===== config.mk =====
export PLATFORM = sky130hd
export DESIGN_NAME = calc_op_scheduler_flat
export DESIGN_NICKNAME = d
export VERILOG_FILES = /design/src/rtl/calc_op_scheduler_if.sv /design/src/rtl/calc_op_scheduler.sv /design/src/flat_wrapper.sv
export SDC_FILE = /design/constraint.sdc
export NUM_CORES = 1
export LEC_CHECK = 0
export ABC_CLOCK_PERIOD_IN_PS = 3000
export CORE_MARGIN = 2
export CORE_UTILIZATION = 40
export CTS_CLUSTER_DIAMETER = 40
export DETAILED_ROUTE_END_ITERATION = 16
export HOLD_SLACK_MARGIN = 0.06
export PLACE_DENSITY = 0.77
export SYNTH_ARGS = -nofsm -noshare
export SYNTH_HDL_FRONTEND = slang
export SYNTH_SLANG_ARGS = --single-unit

===== constraint.sdc =====
create_clock -name clk -period 3 [get_ports clk]
set_clock_uncertainty 0.15 [all_clocks]
set_input_delay 0.6 -clock clk [delete_from_list [all_inputs] [get_ports clk]]
set_output_delay 0.6 -clock clk [all_outputs]
set_load 0.1 [all_outputs]

===== src/rtl/calc_op_scheduler_if.sv =====
// Handshake bundles for the calculator op scheduler: request channels, response
// channel and the link to the shared combinational arithmetic datapath.
interface calc_req_if #(
  parameter int unsigned DW = 4
);
  logic          valid;
  logic          ready;
  logic [1:0]    op;
  logic [DW-1:0] a;
  logic [DW-1:0] b;

  modport master (output valid, op, a, b, input ready);
  modport slave  (input valid, op, a, b, output ready);
endinterface

interface calc_rsp_if #(
  parameter int unsigned DW = 4
);
  logic            valid;
  logic            ready;
  logic            id;
  logic [2*DW-1:0] result;
  logic [2*DW-1:0] remainder;
  logic            zero_div;

  modport master (output valid, id, result, remainder, zero_div, input ready);
  modport slave  (input valid, id, result, remainder, zero_div, output ready);
endinterface

interface calc_dp_if #(
  parameter int unsigned DW = 4
);
  logic [1:0]      op;
  logic [DW-1:0]   a;
  logic [DW-1:0]   b;
  logic [2*DW-1:0] result;
  logic [2*DW-1:0] remainder;
  logic            zero_div;

  modport master (output op, a, b, input result, remainder, zero_div);
  modport slave  (input op, a, b, output result, remainder, zero_div);
endinterface


===== src/rtl/calc_op_scheduler.sv =====
// Round-robin scheduler sharing one combinational arithmetic datapath between two
// requesters: registers operands, waits a settle window, captures and returns the result.
module calc_op_scheduler #(
  parameter int unsigned DW            = 4,
  parameter int unsigned SETTLE_CYCLES = 2
) (
  input  logic       clk,
  input  logic       rst_n,
  calc_req_if.slave  req0_i,
  calc_req_if.slave  req1_i,
  calc_rsp_if.master rsp_o,
  calc_dp_if.master  dp_o,
  output logic       busy_o
);

  localparam int unsigned RW = 2 * DW;
  localparam int unsigned CW = 4;
  localparam logic [1:0]  OP_DIV = 2'b11;

  typedef enum logic [1:0] {
    IDLE = 2'd0,
    EXEC = 2'd1,
    RESP = 2'd2
  } state_e;

  state_e        state_q, state_d;
  logic [CW-1:0] cnt_q, cnt_d;
  logic          last_grant_q, last_grant_d;
  logic [1:0]    dp_op_q, dp_op_d;
  logic [DW-1:0] dp_a_q, dp_a_d;
  logic [DW-1:0] dp_b_q, dp_b_d;
  logic          rsp_valid_q, rsp_valid_d;
  logic          rsp_id_q, rsp_id_d;
  logic [RW-1:0] rsp_result_q, rsp_result_d;
  logic [RW-1:0] rsp_rem_q, rsp_rem_d;
  logic          rsp_zd_q, rsp_zd_d;
  logic          busy_q, busy_d;

  logic          grant_c;
  logic          ready0_c, ready1_c;
  logic [1:0]    sel_op_c;
  logic [DW-1:0] sel_a_c, sel_b_c;

  // Requester selection: alternate on contention, otherwise serve whoever asks.
  always_comb begin
    if (req0_i.valid && req1_i.valid) grant_c = ~last_grant_q;
    else                              grant_c = req1_i.valid;
    sel_op_c = grant_c ? req1_i.op : req0_i.op;
    sel_a_c  = grant_c ? req1_i.a  : req0_i.a;
    sel_b_c  = grant_c ? req1_i.b  : req0_i.b;
  end

  always_comb begin
    state_d      = state_q;
    cnt_d        = cnt_q;
    last_grant_d = last_grant_q;
    dp_op_d      = dp_op_q;
    dp_a_d       = dp_a_q;
    dp_b_d       = dp_b_q;
    rsp_valid_d  = rsp_valid_q;
    rsp_id_d     = rsp_id_q;
    rsp_result_d = rsp_result_q;
    rsp_rem_d    = rsp_rem_q;
    rsp_zd_d     = rsp_zd_q;
    ready0_c     = 1'b0;
    ready1_c     = 1'b0;

    case (state_q)
      IDLE: begin
        if (req0_i.valid || req1_i.valid) begin
          ready0_c     = ~grant_c;
          ready1_c     = grant_c;
          dp_op_d      = sel_op_c;
          dp_a_d       = sel_a_c;
          dp_b_d       = sel_b_c;
          rsp_id_d     = grant_c;
          last_grant_d = grant_c;
          cnt_d        = CW'(SETTLE_CYCLES - 1);
          if (sel_op_c == OP_DIV && sel_b_c == '0) begin
            // Divide-by-zero skips the datapath; rsp_valid follows one edge later.
            rsp_result_d = '0;
            rsp_rem_d    = '0;
            rsp_zd_d     = 1'b1;
            state_d      = RESP;
          end else begin
            state_d = EXEC;
          end
        end
      end
      EXEC: begin
        if (cnt_q == '0) begin
          rsp_result_d = dp_o.result;
          rsp_rem_d    = (dp_op_q == OP_DIV) ? dp_o.remainder : '0;
          rsp_zd_d     = dp_o.zero_div;
          rsp_valid_d  = 1'b1;
          state_d      = RESP;
        end else begin
          cnt_d = cnt_q - CW'(1);
        end
      end
      RESP: begin
        if (!rsp_valid_q) begin
          rsp_valid_d = 1'b1;
        end else if (rsp_o.ready) begin
          rsp_valid_d = 1'b0;
          state_d     = IDLE;
        end
      end
      default: state_d = IDLE;
    endcase

    busy_d = (state_d != IDLE);
  end

  always_ff @(posedge clk or negedge rst_n) begin
    if (!rst_n) begin
      state_q      <= IDLE;
      cnt_q        <= '0;
      last_grant_q <= 1'b1;
      dp_op_q      <= '0;
      dp_a_q       <= '0;
      dp_b_q       <= '0;
      rsp_valid_q  <= 1'b0;
      rsp_id_q     <= 1'b0;
      rsp_result_q <= '0;
      rsp_rem_q    <= '0;
      rsp_zd_q     <= 1'b0;
      busy_q       <= 1'b0;
    end else begin
      state_q      <= state_d;
      cnt_q        <= cnt_d;
      last_grant_q <= last_grant_d;
      dp_op_q      <= dp_op_d;
      dp_a_q       <= dp_a_d;
      dp_b_q       <= dp_b_d;
      rsp_valid_q  <= rsp_valid_d;
      rsp_id_q     <= rsp_id_d;
      rsp_result_q <= rsp_result_d;
      rsp_rem_q    <= rsp_rem_d;
      rsp_zd_q     <= rsp_zd_d;
      busy_q       <= busy_d;
    end
  end

  assign req0_i.ready    = ready0_c;
  assign req1_i.ready    = ready1_c;
  assign dp_o.op         = dp_op_q;
  assign dp_o.a          = dp_a_q;
  assign dp_o.b          = dp_b_q;
  assign rsp_o.valid     = rsp_valid_q;
  assign rsp_o.id        = rsp_id_q;
  assign rsp_o.result    = rsp_result_q;
  assign rsp_o.remainder = rsp_rem_q;
  assign rsp_o.zero_div  = rsp_zd_q;
  assign busy_o          = busy_q;

endmodule


===== src/flat_wrapper.sv =====
// flat-port wrapper written by rule: the top's interface ports become plain ports
module calc_op_scheduler_flat 
#(
  parameter int unsigned DW            = 4,
  parameter int unsigned SETTLE_CYCLES = 2
)
  (clk, rst_n, busy_o, req0_i_valid, req0_i_op, req0_i_a, req0_i_b, req0_i_ready, req1_i_valid, req1_i_op, req1_i_a, req1_i_b, req1_i_ready, rsp_o_valid, rsp_o_id, rsp_o_result, rsp_o_remainder, rsp_o_zero_div, rsp_o_ready, dp_o_op, dp_o_a, dp_o_b, dp_o_result, dp_o_remainder, dp_o_zero_div);
  calc_req_if #(.DW(DW)) req0_i_i ();
  calc_req_if #(.DW(DW)) req1_i_i ();
  calc_rsp_if #(.DW(DW)) rsp_o_i ();
  calc_dp_if #(.DW(DW)) dp_o_i ();
  input  logic clk;
  input  logic rst_n;
  output logic busy_o;
  input wire logic [$bits(req0_i_i.valid)-1:0] req0_i_valid;
  input wire logic [$bits(req0_i_i.op)-1:0] req0_i_op;
  input wire logic [$bits(req0_i_i.a)-1:0] req0_i_a;
  input wire logic [$bits(req0_i_i.b)-1:0] req0_i_b;
  output wire logic [$bits(req0_i_i.ready)-1:0] req0_i_ready;
  input wire logic [$bits(req1_i_i.valid)-1:0] req1_i_valid;
  input wire logic [$bits(req1_i_i.op)-1:0] req1_i_op;
  input wire logic [$bits(req1_i_i.a)-1:0] req1_i_a;
  input wire logic [$bits(req1_i_i.b)-1:0] req1_i_b;
  output wire logic [$bits(req1_i_i.ready)-1:0] req1_i_ready;
  output wire logic [$bits(rsp_o_i.valid)-1:0] rsp_o_valid;
  output wire logic [$bits(rsp_o_i.id)-1:0] rsp_o_id;
  output wire logic [$bits(rsp_o_i.result)-1:0] rsp_o_result;
  output wire logic [$bits(rsp_o_i.remainder)-1:0] rsp_o_remainder;
  output wire logic [$bits(rsp_o_i.zero_div)-1:0] rsp_o_zero_div;
  input wire logic [$bits(rsp_o_i.ready)-1:0] rsp_o_ready;
  output wire logic [$bits(dp_o_i.op)-1:0] dp_o_op;
  output wire logic [$bits(dp_o_i.a)-1:0] dp_o_a;
  output wire logic [$bits(dp_o_i.b)-1:0] dp_o_b;
  input wire logic [$bits(dp_o_i.result)-1:0] dp_o_result;
  input wire logic [$bits(dp_o_i.remainder)-1:0] dp_o_remainder;
  input wire logic [$bits(dp_o_i.zero_div)-1:0] dp_o_zero_div;
  assign req0_i_i.valid = req0_i_valid;
  assign req0_i_i.op = req0_i_op;
  assign req0_i_i.a = req0_i_a;
  assign req0_i_i.b = req0_i_b;
  assign req0_i_ready = req0_i_i.ready;
  assign req1_i_i.valid = req1_i_valid;
  assign req1_i_i.op = req1_i_op;
  assign req1_i_i.a = req1_i_a;
  assign req1_i_i.b = req1_i_b;
  assign req1_i_ready = req1_i_i.ready;
  assign rsp_o_valid = rsp_o_i.valid;
  assign rsp_o_id = rsp_o_i.id;
  assign rsp_o_result = rsp_o_i.result;
  assign rsp_o_remainder = rsp_o_i.remainder;
  assign rsp_o_zero_div = rsp_o_i.zero_div;
  assign rsp_o_i.ready = rsp_o_ready;
  assign dp_o_op = dp_o_i.op;
  assign dp_o_a = dp_o_i.a;
  assign dp_o_b = dp_o_i.b;
  assign dp_o_i.result = dp_o_result;
  assign dp_o_i.remainder = dp_o_remainder;
  assign dp_o_i.zero_div = dp_o_zero_div;
  calc_op_scheduler #(.DW(DW), .SETTLE_CYCLES(SETTLE_CYCLES)) u_core (.clk(clk), .rst_n(rst_n), .req0_i(req0_i_i), .req1_i(req1_i_i), .rsp_o(rsp_o_i), .dp_o(dp_o_i), .busy_o(busy_o));
endmodule

# Word-level counts from Yosys, hierarchy flattened
# Cells that the tools add are included.
[totals]
output_inout_bits = 32
word_cells = 68
inputBits = 42
reg_bits = 37
[classes]
muxes = 32
add_sub_neg = 1
reduce_logical = 13
bitwise = 2
n_eq_ne = 8
[op_table]
columns = ["operator", "n"]
rows = [
  ["$mux 8", 5],
  ["$pmux 8 s2", 2],
  ["$mux 4", 4],
  ["$mux 2", 6],
  ["$mux 1", 11],
  ["$logic_not 4->1", 2],
  ["$pmux 4 s2", 1],
  ["$eq 2x2->1 const B", 3],
  ["$ne 2x1->1 const B", 3],
  ["$pmux 2 s3", 1],
  ["$reduce_bool 2->1", 3],
  ["$pmux 1 s2", 2],
  ["$reduce_and 2->1", 2],
  ["$reduce_and 4->1", 1],
  ["$sub 4x1->4 const B", 1],
  ["$reduce_and 3->1", 1],
  ["$eq 2x1->1 const B", 1],
  ["$logic_and 1x1->1", 2],
  ["$logic_not 2->1", 1],
  ["$ne 2x2->1 const B", 1],
  ["$not 1->1", 2],
  ["$logic_or 1x1->1", 1],
]

# Longest topological paths before layout
[logic_depth]
ltp_word = 9
depth_mapped = 9

# Least setup slack after synthesis
# OpenSTA, ideal clock, no wires.
[synth_path]
path_type = "input -> output"
from = "input req1_i_valid"
to = "output req0_i_ready"
stages = 4
required_ps = 2250
slack_ps = -251
t_arrival_ps = 2501
path_cell_list = "o21ai_0 -> clkbuf_1 -> clkbuf_1 -> nor2_1"
[synth_via]
elab_chain_cells = 5
elab_cells_between_ends = 6
classes_between = "mux: 3; bitwise: 1; reduce/logical: 2"
[synth_lines]
columns = ["element", "line", "rtl"]
rows = [
  ["start: declaration", "flat_wrapper.sv:20", "input wire logic [$bits(req1_i_i.valid)-1:0] req1_i_valid;"],
  ["$logic_and 1x1->1", "calc_op_scheduler.sv:46", "if (req0_i.valid && req1_i.valid) grant_c = ~last_grant_q;"],
  ["$mux 1", "calc_op_scheduler.sv:46", ""],
  ["$not 1->1", "calc_op_scheduler.sv:71", "ready0_c = ~grant_c;"],
  ["$mux 1 *", "calc_op_scheduler.sv:70", "if (req0_i.valid || req1_i.valid) begin"],
  ["$mux 1 *", "calc_op_scheduler.sv:68", "case (state_q)"],
  ["end: declaration", "flat_wrapper.sv:19", "output wire logic [$bits(req0_i_i.ready)-1:0] req0_i_ready;"],
]
# Mark *: on every way between the ends. The rest lies on a longest branch, timed or not.

# Worst setup path after layout
[layout_path]
from = "input req1_i_valid"
to = "output req1_i_ready"
[layout_via]
elab_chain_cells = 4
elab_cells_between_ends = 5
classes_between = "mux: 3; reduce/logical: 2"
[layout_lines]
columns = ["element", "line", "rtl"]
rows = [
  ["$logic_and 1x1->1", "calc_op_scheduler.sv:46", ""],
  ["$mux 1", "calc_op_scheduler.sv:46", ""],
  ["$mux 1 *", "calc_op_scheduler.sv:70", ""],
  ["$mux 1 *", "calc_op_scheduler.sv:68", ""],
  ["end: declaration", "flat_wrapper.sv:24", "output wire logic [$bits(req1_i_i.ready)-1:0] req1_i_ready;"],
]
# Marks and branches as above.

==> run_results.csv <==
group,metric,value,unit
run_status,status,"finished, final reports clean",
grt,grt_pass1_vias,1367,
clock_network,cts.clk_slew.worst_paths,0.07,ns
synthesis,syn_avg_cell_area,10.4,um^2
run,maxCapViolCount,0,
detailed_routing,drt_wl_total,3560,um
clock_network,post_cts_buffers,0,
setup_path,required,2.25,ns
detailed_routing,ant_nets,0,
clock_network,htreeDepth,2,
grt,grt_max_degree,38,
timing,tightest_slew,0.799,ns
placement,dpl.hpwl,2670,um
setup_path,endpoint_kind,"primary output",
detailed_routing,drt_iter0_markers,74,
cells_and_area,area_growth,49.8,%
timing,slew_headroom,46.8,%
detailed_routing,viasPerCell,4.78,
clock_network,cts_resized,0,
floorplan,ios,74,
clock_network,cts.sinks,37,
grt,antenna_found_initial,0,
floorplan,die_y,68.5,um
setup_path,crit_path_max_fanout,3,
timing,hold_viol,0,
timing,drv_slew,0,
grt,gr-total-overflow,0,
timing,finalCriticalPeriod,2.51,ns
synthesis,yosys_register_bits,37,
clock_network,clockBufferDepth,2,
clock_network,clk_latency,0.28,ns
clock_network,cts-root-buf,"clkbuf_8",
setup_path,worst_path_largest_cell_delay,0.49,ns
cells_and_area,nets,279,
synthesis,synthCells,160,
setup_path,startpoint_type,"primary input",
setup_path,r2r_cells,6,
cells_and_area,drive_gt1_share,24.1,%
clock_network,hold_buffers,0,
setup_path,cpMaxStageDelayCell,"clkdlybuf4s50_1",
placement,port_buffers,73,
synthesis,syn_nets,203,
synthesis,ys_types,34,
timing,max_freq,398,MHz
clock_network,cts_tree,"done",
detailed_routing,wl_per_cell,12.4,um
cells_and_area,diodes,0,
grt,grt_pass1_wl,5910,um
setup_path,reg2reg_from,"u_core.cnt_q[0]",
setup_path,crit_type,"in2out",
floorplan,die-width,68.5,um
setup_path,path_cells,"clkdlybuf4s50_1 -> a21boi_1 -> nor2b_2 -> buf_12",
detailed_routing,firstDrtPassIters,4,
timing,rsz0062_at_grt,"false",
floorplan,die-area,0.00469,mm^2
floorplan,initial_core_util,41.5,%
timing,setup_viol,0,
placement,gp_congestion,0.729,
clock_network,cts_made_buffers,5,
synthesis,ys_warn_count,0,
setup_path,arrival,1.76,ns
floorplan,core_area,0.00400,mm^2
synthesis,synth_area,0.00166,mm^2
grt,grt_use_total,17.1,%
timing,tns,0,ns
setup_path,crit_family,"buffers and inverters",
detailed_routing,num_vias,1371,
timing,min_period_over_period,83.7,%
setup_path,r2r_slack,0.73,ns
hold_path,holdCritPathClass,"in2async",
setup_path,critPathBufInv,2,
floorplan,num_rows,23,
setup_path,r2r-end,"u_core.rsp_o.remainder[1]",
synthesis,yosysSeqAreaShare,55.8,%
detailed_routing,route.detailed.drc,0,
[through the flow]
| step | hold WS [ns] | cell area [um^2] | instances | worst slack (ns) | util (%) |
|---|---|---|---|---|---|
| 6_report | 0.247 | 2490 | 287 | 0.488 | 62.2 |
| 5_1_grt | 0.311 | 2490 | 287 | 0.425 | 62.2 |
| 4_1_cts | 0.279 | 2490 | 287 | 0.489 | 62.2 |
| 3_5_place_dp | 0.317 | 2410 | 279 | 0.218 | 60.2 |
| 3_3_place_gp | 0.314 | 2410 | 279 | 0.241 | 60.2 |
| 2_1_floorplan | 0.154 | 1670 | 160 | 0.178 | - |
[sequential cells by signal, indices dropped and copies added, names as in the netlist]
register	count
u_core.state_q	2
u_core.dp_o.a	4
u_core.rsp_o.id	1
u_core.cnt_q	4
u_core.rsp_o.result	8
u_core.dp_o.b	4
u_core.rsp_o.remainder	8
u_core.dp_o.op	2
u_core.last_grant_q	1
u_core.rsp_o.valid	1
u_core.busy_o	1
u_core.rsp_o.zero_div	1
[cell usage in the layout, fill, tap and decap left out, types with 3 or more instances in the layout]
| cell | synthesis | layout |
|---|---|---|
| clkdlybuf4s50_1 | 0 | 40 |
| nand2_1 | 39 | 39 |
| dfrtp_1 | 36 | 36 |
| buf_4 | 0 | 34 |
| o21ai_0 | 18 | 17 |
| mux2i_1 | 10 | 10 |
| o2bb2ai_1 | 8 | 8 |
| clkbuf_8 | 0 | 5 |
| nand2b_1 | 4 | 4 |
| nand3_1 | 4 | 4 |
| o21ai_2 | 2 | 3 |
| buf_12 | 0 | 3 |
[how the worst max path moves through the flow]
stage	startpoint	endpoint	cells after the start	slack [ns]
after floorplan	req1_i_valid	req0_i_ready	4	0.18
after global placement	req0_i_b[2]	u_core.rsp_o.result[1]	6	0.24
after detailed placement	req0_i_b[2]	u_core.rsp_o.result[7]	6	0.22
after CTS	req1_i_valid	req1_i_ready	4	0.49
after global routing	req1_i_valid	req1_i_ready	4	0.43
final	req1_i_valid	req1_i_ready	4	0.49
[cell usage after synthesis]
cell / n / area [um^2]
o22a_1: 1 / 8.76
or4b_4: 1 / 13.8
nor2b_1: 2 / 12.5
nor4b_1: 1 / 8.76
xnor2_1: 2 / 17.5
inv_1: 2 / 7.51
o21ai_2: 2 / 17.5
o31ai_1: 1 / 7.51
and2_1: 2 / 12.5
a21boi_1: 1 / 7.51
a21o_1: 2 / 15.0
dfrtp_1: 36 / 901
o2bb2ai_1: 8 / 70.1
or2_2: 1 / 6.26
dfstp_2: 1 / 26.3
nor3_1: 1 / 5.00
nand2b_1: 4 / 25.0
ha_1: 1 / 12.5
and3_1: 1 / 6.26
clkbuf_1: 4 / 15.0
nand2_1: 39 / 146
nand3_1: 4 / 20.0
o21ai_0: 18 / 90.1
nand4b_1: 1 / 8.76
a21oi_1: 1 / 5.00
buf_2: 4 / 20.0
buf_6: 1 / 11.3
mux2_2: 1 / 11.3
or4b_1: 1 / 10.0
or3b_2: 1 / 8.76
nor2_2: 1 / 6.26
mux2i_1: 10 / 100
nor2_1: 3 / 11.3
a21oi_4: 1 / 16.3
[worst register-to-register path, stage by stage (launching register included)]
cell and delay, ns:
dfrtp_1 0.38, inv_1 0.09, ha_1 0.17, or3b_2 0.51, nor2_2 0.35, and3_1 0.39, o2bb2ai_1 0.16
[routing by layer]
| layer | track usage, % | up-vias | routed length (um) |
|---|---|---|---|
| met5 | 0 | - | 0 |
| met4 | 4.50 | 0 | 41 |
| met3 | 7.24 | 5 | 324 |
| met2 | 27.0 | 60 | 1610 |
| met1 | 21.5 | 603 | 1590 |
| li1 | - | 703 | - |
[kinds of logic (layout without fill, tap and decap cells)]
family / Yosys count / in the layout / share of synthesized area, %
fa+ha+maj: 1 / 1 / 0.753
buf+inv: 11 / 88 / 3.24
flops: 37 / 37 / 55.8
mux: 11 / 11 / 6.70
compound gates: 35 / 35 / 14.3
xor+xnor: 2 / 2 / 1.05
simple gates: 63 / 63 / 18.1
[area by class of cell]
class | count | area (um^2)
flip-flops and latches | 37 | 927
multi-input cells | 112 | 689
inverters | 2 | 7.51
repair buffers | 78 | 721
fillers | 346 | 1510
clock buffers | 6 | 72.6
clock inverters | 2 | 10.0
well taps | 50 | 62.6
Power is not shown: default switching activity piles up to over one toggle a cycle in this logic, so the estimate is an artifact.
